**config.mk**
```make
export PLATFORM = sky130hd
export DESIGN_NAME = icache
export DESIGN_NICKNAME = d
export VERILOG_FILES = /design/src/rtl/icache.sv
export SDC_FILE = /design/constraint.sdc
export NUM_CORES = 2
export LEC_CHECK = 0
export CORE_MARGIN = 2
export CORE_UTILIZATION = 65
export DETAILED_ROUTE_END_ITERATION = 7
export PLACE_DENSITY_LB_ADDON = 0.08
export SLEW_MARGIN = 5
export SYNTH_ARGS = -nofsm -noshare
export SYNTH_HDL_FRONTEND = slang
export SYNTH_SLANG_ARGS = --single-unit
```
**constraint.sdc**
```tcl
create_clock -name clk -period 7.61 [get_ports clk]
set_input_delay 2.283 -clock clk [delete_from_list [all_inputs] [get_ports clk]]
set_output_delay 2.283 -clock clk [all_outputs]
set_load 0.02 [all_outputs]
```
**src/rtl/icache.sv**
```systemverilog
// Direct-mapped instruction cache, one 32-bit word per line, single outstanding miss.
// Define ICACHE_STAT_EN to add the hit_cnt/miss_cnt lookup counters.
module icache #(
  parameter int unsigned ICACHE_SIZE_LOG = 6
) (
  input  logic        clk,
  input  logic        rst,
  input  logic        rdy,
  input  logic        jump_rst,
  input  logic        IF_valid,
  input  logic [31:0] IF_addr,
  output logic        IF_send,
  output logic [31:0] IF_inst,
  output logic        mem_valid,
  output logic [31:0] mem_addr,
  input  logic        mem_ready,
`ifdef ICACHE_STAT_EN
  output logic [31:0] hit_cnt,
  output logic [31:0] miss_cnt,
`endif
  input  logic [31:0] mem_inst
);

  localparam int unsigned Lines = 1 << ICACHE_SIZE_LOG;
  localparam int unsigned TagW  = 16 - ICACHE_SIZE_LOG;

  typedef enum logic [1:0] {StIdle, StMiss, StResp} state_e;

  state_e state_q, state_d;

  logic [Lines-1:0] valid_q, valid_d;
  logic [TagW-1:0]  tag_q  [Lines];
  logic [31:0]      data_q [Lines];

  logic        if_send_q, if_send_d;
  logic [31:0] if_inst_q, if_inst_d;
  logic        mem_valid_q, mem_valid_d;
  logic [31:0] mem_addr_q, mem_addr_d;

  logic [ICACHE_SIZE_LOG-1:0] lk_idx, fill_idx;
  logic [TagW-1:0]            lk_tag, fill_tag;
  logic                       hit;
  logic                       lookup;
  logic                       fill_en;

  // Address bits outside the tag/index range do not take part in the lookup.
  logic unused_addr;
  assign unused_addr = ^{IF_addr[31:18], IF_addr[1:0]};

  assign lk_idx   = IF_addr[ICACHE_SIZE_LOG+1:2];
  assign lk_tag   = IF_addr[17:ICACHE_SIZE_LOG+2];
  assign fill_idx = mem_addr_q[ICACHE_SIZE_LOG+1:2];
  assign fill_tag = mem_addr_q[17:ICACHE_SIZE_LOG+2];
  assign hit      = valid_q[lk_idx] && (tag_q[lk_idx] == lk_tag);
  assign lookup   = (state_q == StIdle) && IF_valid && !jump_rst;

  // State register
  always_ff @(posedge clk or posedge rst) begin
    if (rst) begin
      state_q <= StIdle;
    end else if (rdy) begin
      state_q <= state_d;
    end
  end

  // Next-state logic
  always_comb begin
    state_d = state_q;
    if (jump_rst) begin
      state_d = StIdle;
    end else begin
      unique case (state_q)
        StIdle: if (IF_valid) state_d = hit ? StResp : StMiss;
        StMiss: if (mem_ready) state_d = StResp;
        StResp: state_d = StIdle;
        default: state_d = StIdle;
      endcase
    end
  end

  // Output and array-update logic; IF_send is a pulse so it defaults low.
  always_comb begin
    if_send_d   = 1'b0;
    if_inst_d   = if_inst_q;
    mem_valid_d = mem_valid_q;
    mem_addr_d  = mem_addr_q;
    valid_d     = valid_q;
    fill_en     = 1'b0;
    if (jump_rst) begin
      mem_valid_d = 1'b0;
    end else begin
      unique case (state_q)
        StIdle: begin
          if (IF_valid) begin
            if (hit) begin
              if_send_d = 1'b1;
              if_inst_d = data_q[lk_idx];
            end else begin
              mem_valid_d = 1'b1;
              mem_addr_d  = IF_addr;
            end
          end
        end
        StMiss: begin
          if (mem_ready) begin
            fill_en           = 1'b1;
            valid_d[fill_idx] = 1'b1;
            mem_valid_d       = 1'b0;
            if_inst_d         = mem_inst;
            if_send_d         = 1'b1;
          end
        end
        default: ;
      endcase
    end
  end

  always_ff @(posedge clk or posedge rst) begin
    if (rst) begin
      valid_q     <= '0;
      if_send_q   <= 1'b0;
      if_inst_q   <= '0;
      mem_valid_q <= 1'b0;
      mem_addr_q  <= '0;
    end else if (rdy) begin
      valid_q     <= valid_d;
      if_send_q   <= if_send_d;
      if_inst_q   <= if_inst_d;
      mem_valid_q <= mem_valid_d;
      mem_addr_q  <= mem_addr_d;
    end
  end

  // Tag/data need no reset: the valid bits gate every read.
  always_ff @(posedge clk) begin
    if (rdy && fill_en) begin
      tag_q[fill_idx]  <= fill_tag;
      data_q[fill_idx] <= mem_inst;
    end
  end

  assign IF_send   = if_send_q;
  assign IF_inst   = if_inst_q;
  assign mem_valid = mem_valid_q;
  assign mem_addr  = mem_addr_q;

`ifdef ICACHE_STAT_EN
  logic [31:0] hit_cnt_q, hit_cnt_d;
  logic [31:0] miss_cnt_q, miss_cnt_d;

  always_comb begin
    hit_cnt_d  = hit_cnt_q;
    miss_cnt_d = miss_cnt_q;
    if (lookup) begin
      if (hit) hit_cnt_d = hit_cnt_q + 32'd1;
      else     miss_cnt_d = miss_cnt_q + 32'd1;
    end
  end

  always_ff @(posedge clk or posedge rst) begin
    if (rst) begin
      hit_cnt_q  <= '0;
      miss_cnt_q <= '0;
    end else if (rdy) begin
      hit_cnt_q  <= hit_cnt_d;
      miss_cnt_q <= miss_cnt_d;
    end
  end

  assign hit_cnt  = hit_cnt_q;
  assign miss_cnt = miss_cnt_q;
`else
  logic unused_lookup;
  assign unused_lookup = lookup;
`endif

endmodule

```
==> flow_summary.ini <==
[critical_path]
r2r_start = state_q[0]$_DFFE_PP0P_
crit_type = primary input to flop
worstReg2RegEnd = data_q[43][30]$_DFFE_PP_
crit_start = IF_addr[3]
required_ns = 8.41
cp-endpoint = IF_inst[28]$_DFFE_PP0P_
critPathMaxFanout = 95
critPathArrivalTime_ns = 6.72
reg2reg_depth = 7
startpoint_type = primary input
reg2reg_slack_ns = 3.30
worst_setup_path_end_kind = flop

[cts]
path_clk_slew_ns = 0.06
ctsHoldBuffers = 0
cts_buffer_depth = 4
cts_buffers = 295
cts_root_buf = clkbuf_16
cts.sinks = 2820
cts_resized = 0
post_cts_buffers = 0
cts_tree = built
htreeDepth = 5
insertion_delay_ns = 0.94

[sta]
finalClockSkew_ns = 0.0390
relSlewSlack = 0.0939
finalSetupViolations = 0
whs_ns = 0.461
rsz0062_at_grt = false
fmax_mhz = 169
tightest_slew_ns = 1.36
period_needed_ns = 5.92
hold_viol = 0
setup_tns_ns = 0
layout_setup_ws_ns = 1.69
period_share = 0.778
slew_violations = 0

[detailed_routing]
num_vias = 54377
antenna_left = 0
avgRoutedWirePerCell_um = 38.6
drc_errors = 0
viasPerCell = 7.19
drt-total-wl_mm = 292
drtIter0Drc = 8690
firstDrtPassIters = 6

[floorplanning]
io_pins = 136
die_area_sq_mm = 0.170
die_w_um = 413
core_sq_mm = 0.167
std_cell_rows = 150
die_y_um = 413
start_util = 0.652

[synthesis]
synth_xor_area_frac = 0.000564
synth_area_sq_mm = 0.109
synth_top_family_by_area = multiplexers
synth_ff_type = edfxtp_1
ys_seq_area_frac = 0.773
synth_seq_cells = 2820
synth_edf_count = 2688
yosys_warnings = 0
synth_simple_gate_area_frac = 0.0197
ys_types = 70
muxShareOfSynthArea = 0.178
synth_adder_area_share = 0
synth-compound-area-share = 0.0159
syn_inst = 4802
synth-async-reset-ratio = 0.0468
syn_nets = 4872
syn_avg_cell_area_sq_um = 22.6

[place]
portBuffers = 135
gp_congestion = 0.821
dpl_worst_slack_ns = 0.812
place_inst = 7051
placed_cell_area_sq_mm = 0.114
hpwl_mm = 150

[pwr]
total_power_mw = 34.2
peakVddDrop_mv = 0.266
p_leak_nw = 39.6
power_density_mw_per_mm2 = 279

[grt]
grt_use_total = 0.350
grt_pass1_vias = 53223
antenna_found_initial = 19
grt_overflow_total = 0
grt_pass1_wl_mm = 408
grt_max_degree = 110

[layout]
fin_util = 0.736
nets = 5214
area_delta_synth_final_pct = 12.9
stdcell_area_sq_mm = 0.123
drive_above_1_share = 0.289
fin_cells = 7561

[run]
maxCapViolCount = 0

[status]
status = complete, no violations

[min_path]
hold_class = flop to flop
-- area by class of cell --
type | instances | area [sq um]
Sequential cell | 2820 | 84000
Fill cell | 9236 | 44000
Multi-Input combinational cell | 1717 | 23800
Clock buffer | 385 | 8130
Timing Repair Buffer | 306 | 2960
Tap cell | 2204 | 2760
Clock inverter | 118 | 997
Inverter | 4 | 20.0
Antenna cell | 7 | 17.5
-- state kept, by name, summed over array words and instances, names as in the netlist --
| signal | cells |
|---|---|
| data_q | 2048 |
| tag_q | 640 |
| valid_q | 64 |
| IF_inst | 32 |
| mem_addr | 32 |
| state_q | 2 |
| IF_send | 1 |
| mem_valid | 1 |
-- power by group --
part           total [mW]  internal [mW]  switching, mW
registers            18.0           17.6          0.414
logic                2.40          0.986           1.41
clock network        13.8           8.09           5.69
-- cells by family after synthesis --
family          after synthesis
mux                        1023
compound gates              248
xor+xnor                      7
simple gates                439
flops                      2820
buf+inv                     265
-- synthesized netlist by cell type, types with 3 or more instances --
master,instances,area share
a211oi_1,7,0.00048
a21oi_1,47,0.0022
a22o_1,3,0.00024
a22oi_1,41,0.0028
a311oi_1,15,0.0012
a31oi_1,7,0.00040
and2_1,4,0.00023
and3_1,3,0.00017
buf_1,22,0.00076
buf_2,135,0.0062
buf_4,29,0.0020
buf_6,17,0.0018
clkbuf_1,56,0.0019
dfrtp_1,132,0.030
edfxtp_1,2688,0.74
inv_1,3,0.00010
mux2_1,7,0.00073
mux2_2,71,0.0074
mux2_4,12,0.0017
mux2i_1,220,0.020
mux4_2,713,0.15
nand2_1,145,0.0050
nand2b_1,14,0.00081
nand3_1,39,0.0018
nand3b_1,7,0.00048
nand4_1,8,0.00046
nor2_1,87,0.0030
nor2b_1,26,0.0015
nor3_1,13,0.00060
nor4_1,7,0.00040
o2111ai_1,15,0.0012
o21ai_0,29,0.0013
o22a_1,13,0.0010
o22ai_1,32,0.0018
o311ai_0,13,0.0010
o31ai_1,3,0.00021
or2_2,67,0.0039
or3_1,5,0.00029
xnor2_1,6,0.00048
-- worst min path at each step --
stage                                  startpoint  slack [ns]                      end  depth (start not counted)
after floorplan           valid_q[12]$_DFFE_PP0P_        0.43  valid_q[12]$_DFFE_PP0P_                          1
after global placement    valid_q[12]$_DFFE_PP0P_        0.45  valid_q[12]$_DFFE_PP0P_                          1
after detailed placement  valid_q[58]$_DFFE_PP0P_        0.45  valid_q[58]$_DFFE_PP0P_                          1
after CTS                 valid_q[23]$_DFFE_PP0P_        0.46  valid_q[23]$_DFFE_PP0P_                          1
after global routing      valid_q[52]$_DFFE_PP0P_        0.48  valid_q[52]$_DFFE_PP0P_                          1
final                     valid_q[58]$_DFFE_PP0P_        0.46  valid_q[58]$_DFFE_PP0P_                          1
-- layer usage --
layer | share of wire | global-route usage | vias up
met5 | 0.00022 | 0 | -
met4 | 0.043 | 0.137 | 10
met3 | 0.12 | 0.0775 | 666
met2 | 0.48 | 0.538 | 3891
met1 | 0.36 | 0.504 | 28872
li1 | - | - | 20938
-- cell usage in the layout, fill, tap and decap left out, types with 22 or more instances in the layout --
master	synthesis	layout
nor2b_1	26	22
nor2_4	0	64
o22ai_1	32	32
nand3_1	39	39
mux4_2	713	713
mux2i_1	220	220
edfxtp_1	2688	2688
dfrtp_1	132	125
clkinv_2	0	41
nand2_1	145	145
clkbuf_1	56	60
clkdlybuf4s50_1	0	98
or2_2	67	67
o21ai_0	29	29
mux2_2	71	71
a21oi_1	47	47
buf_4	29	136
a22oi_1	41	41
nor2_1	87	22
buf_12	1	37
clkbuf_16	0	305
clkinv_1	1	53
buf_2	135	31
-- worst max-delay path, cell delays in order --
cell     delay, ns
buf_8         0.66
buf_4         0.46
mux4_2        0.54
nand2_1       0.08
a21oi_1       0.11
a311o_1       0.30
nor4_2        0.29
xnor2_1       0.16
nor4b_2       0.40
a31oi_2       0.26
nor2b_4       0.16
buf_4         0.47
mux2_2        0.40
Note: power is estimated with default switching activity, not from simulation.
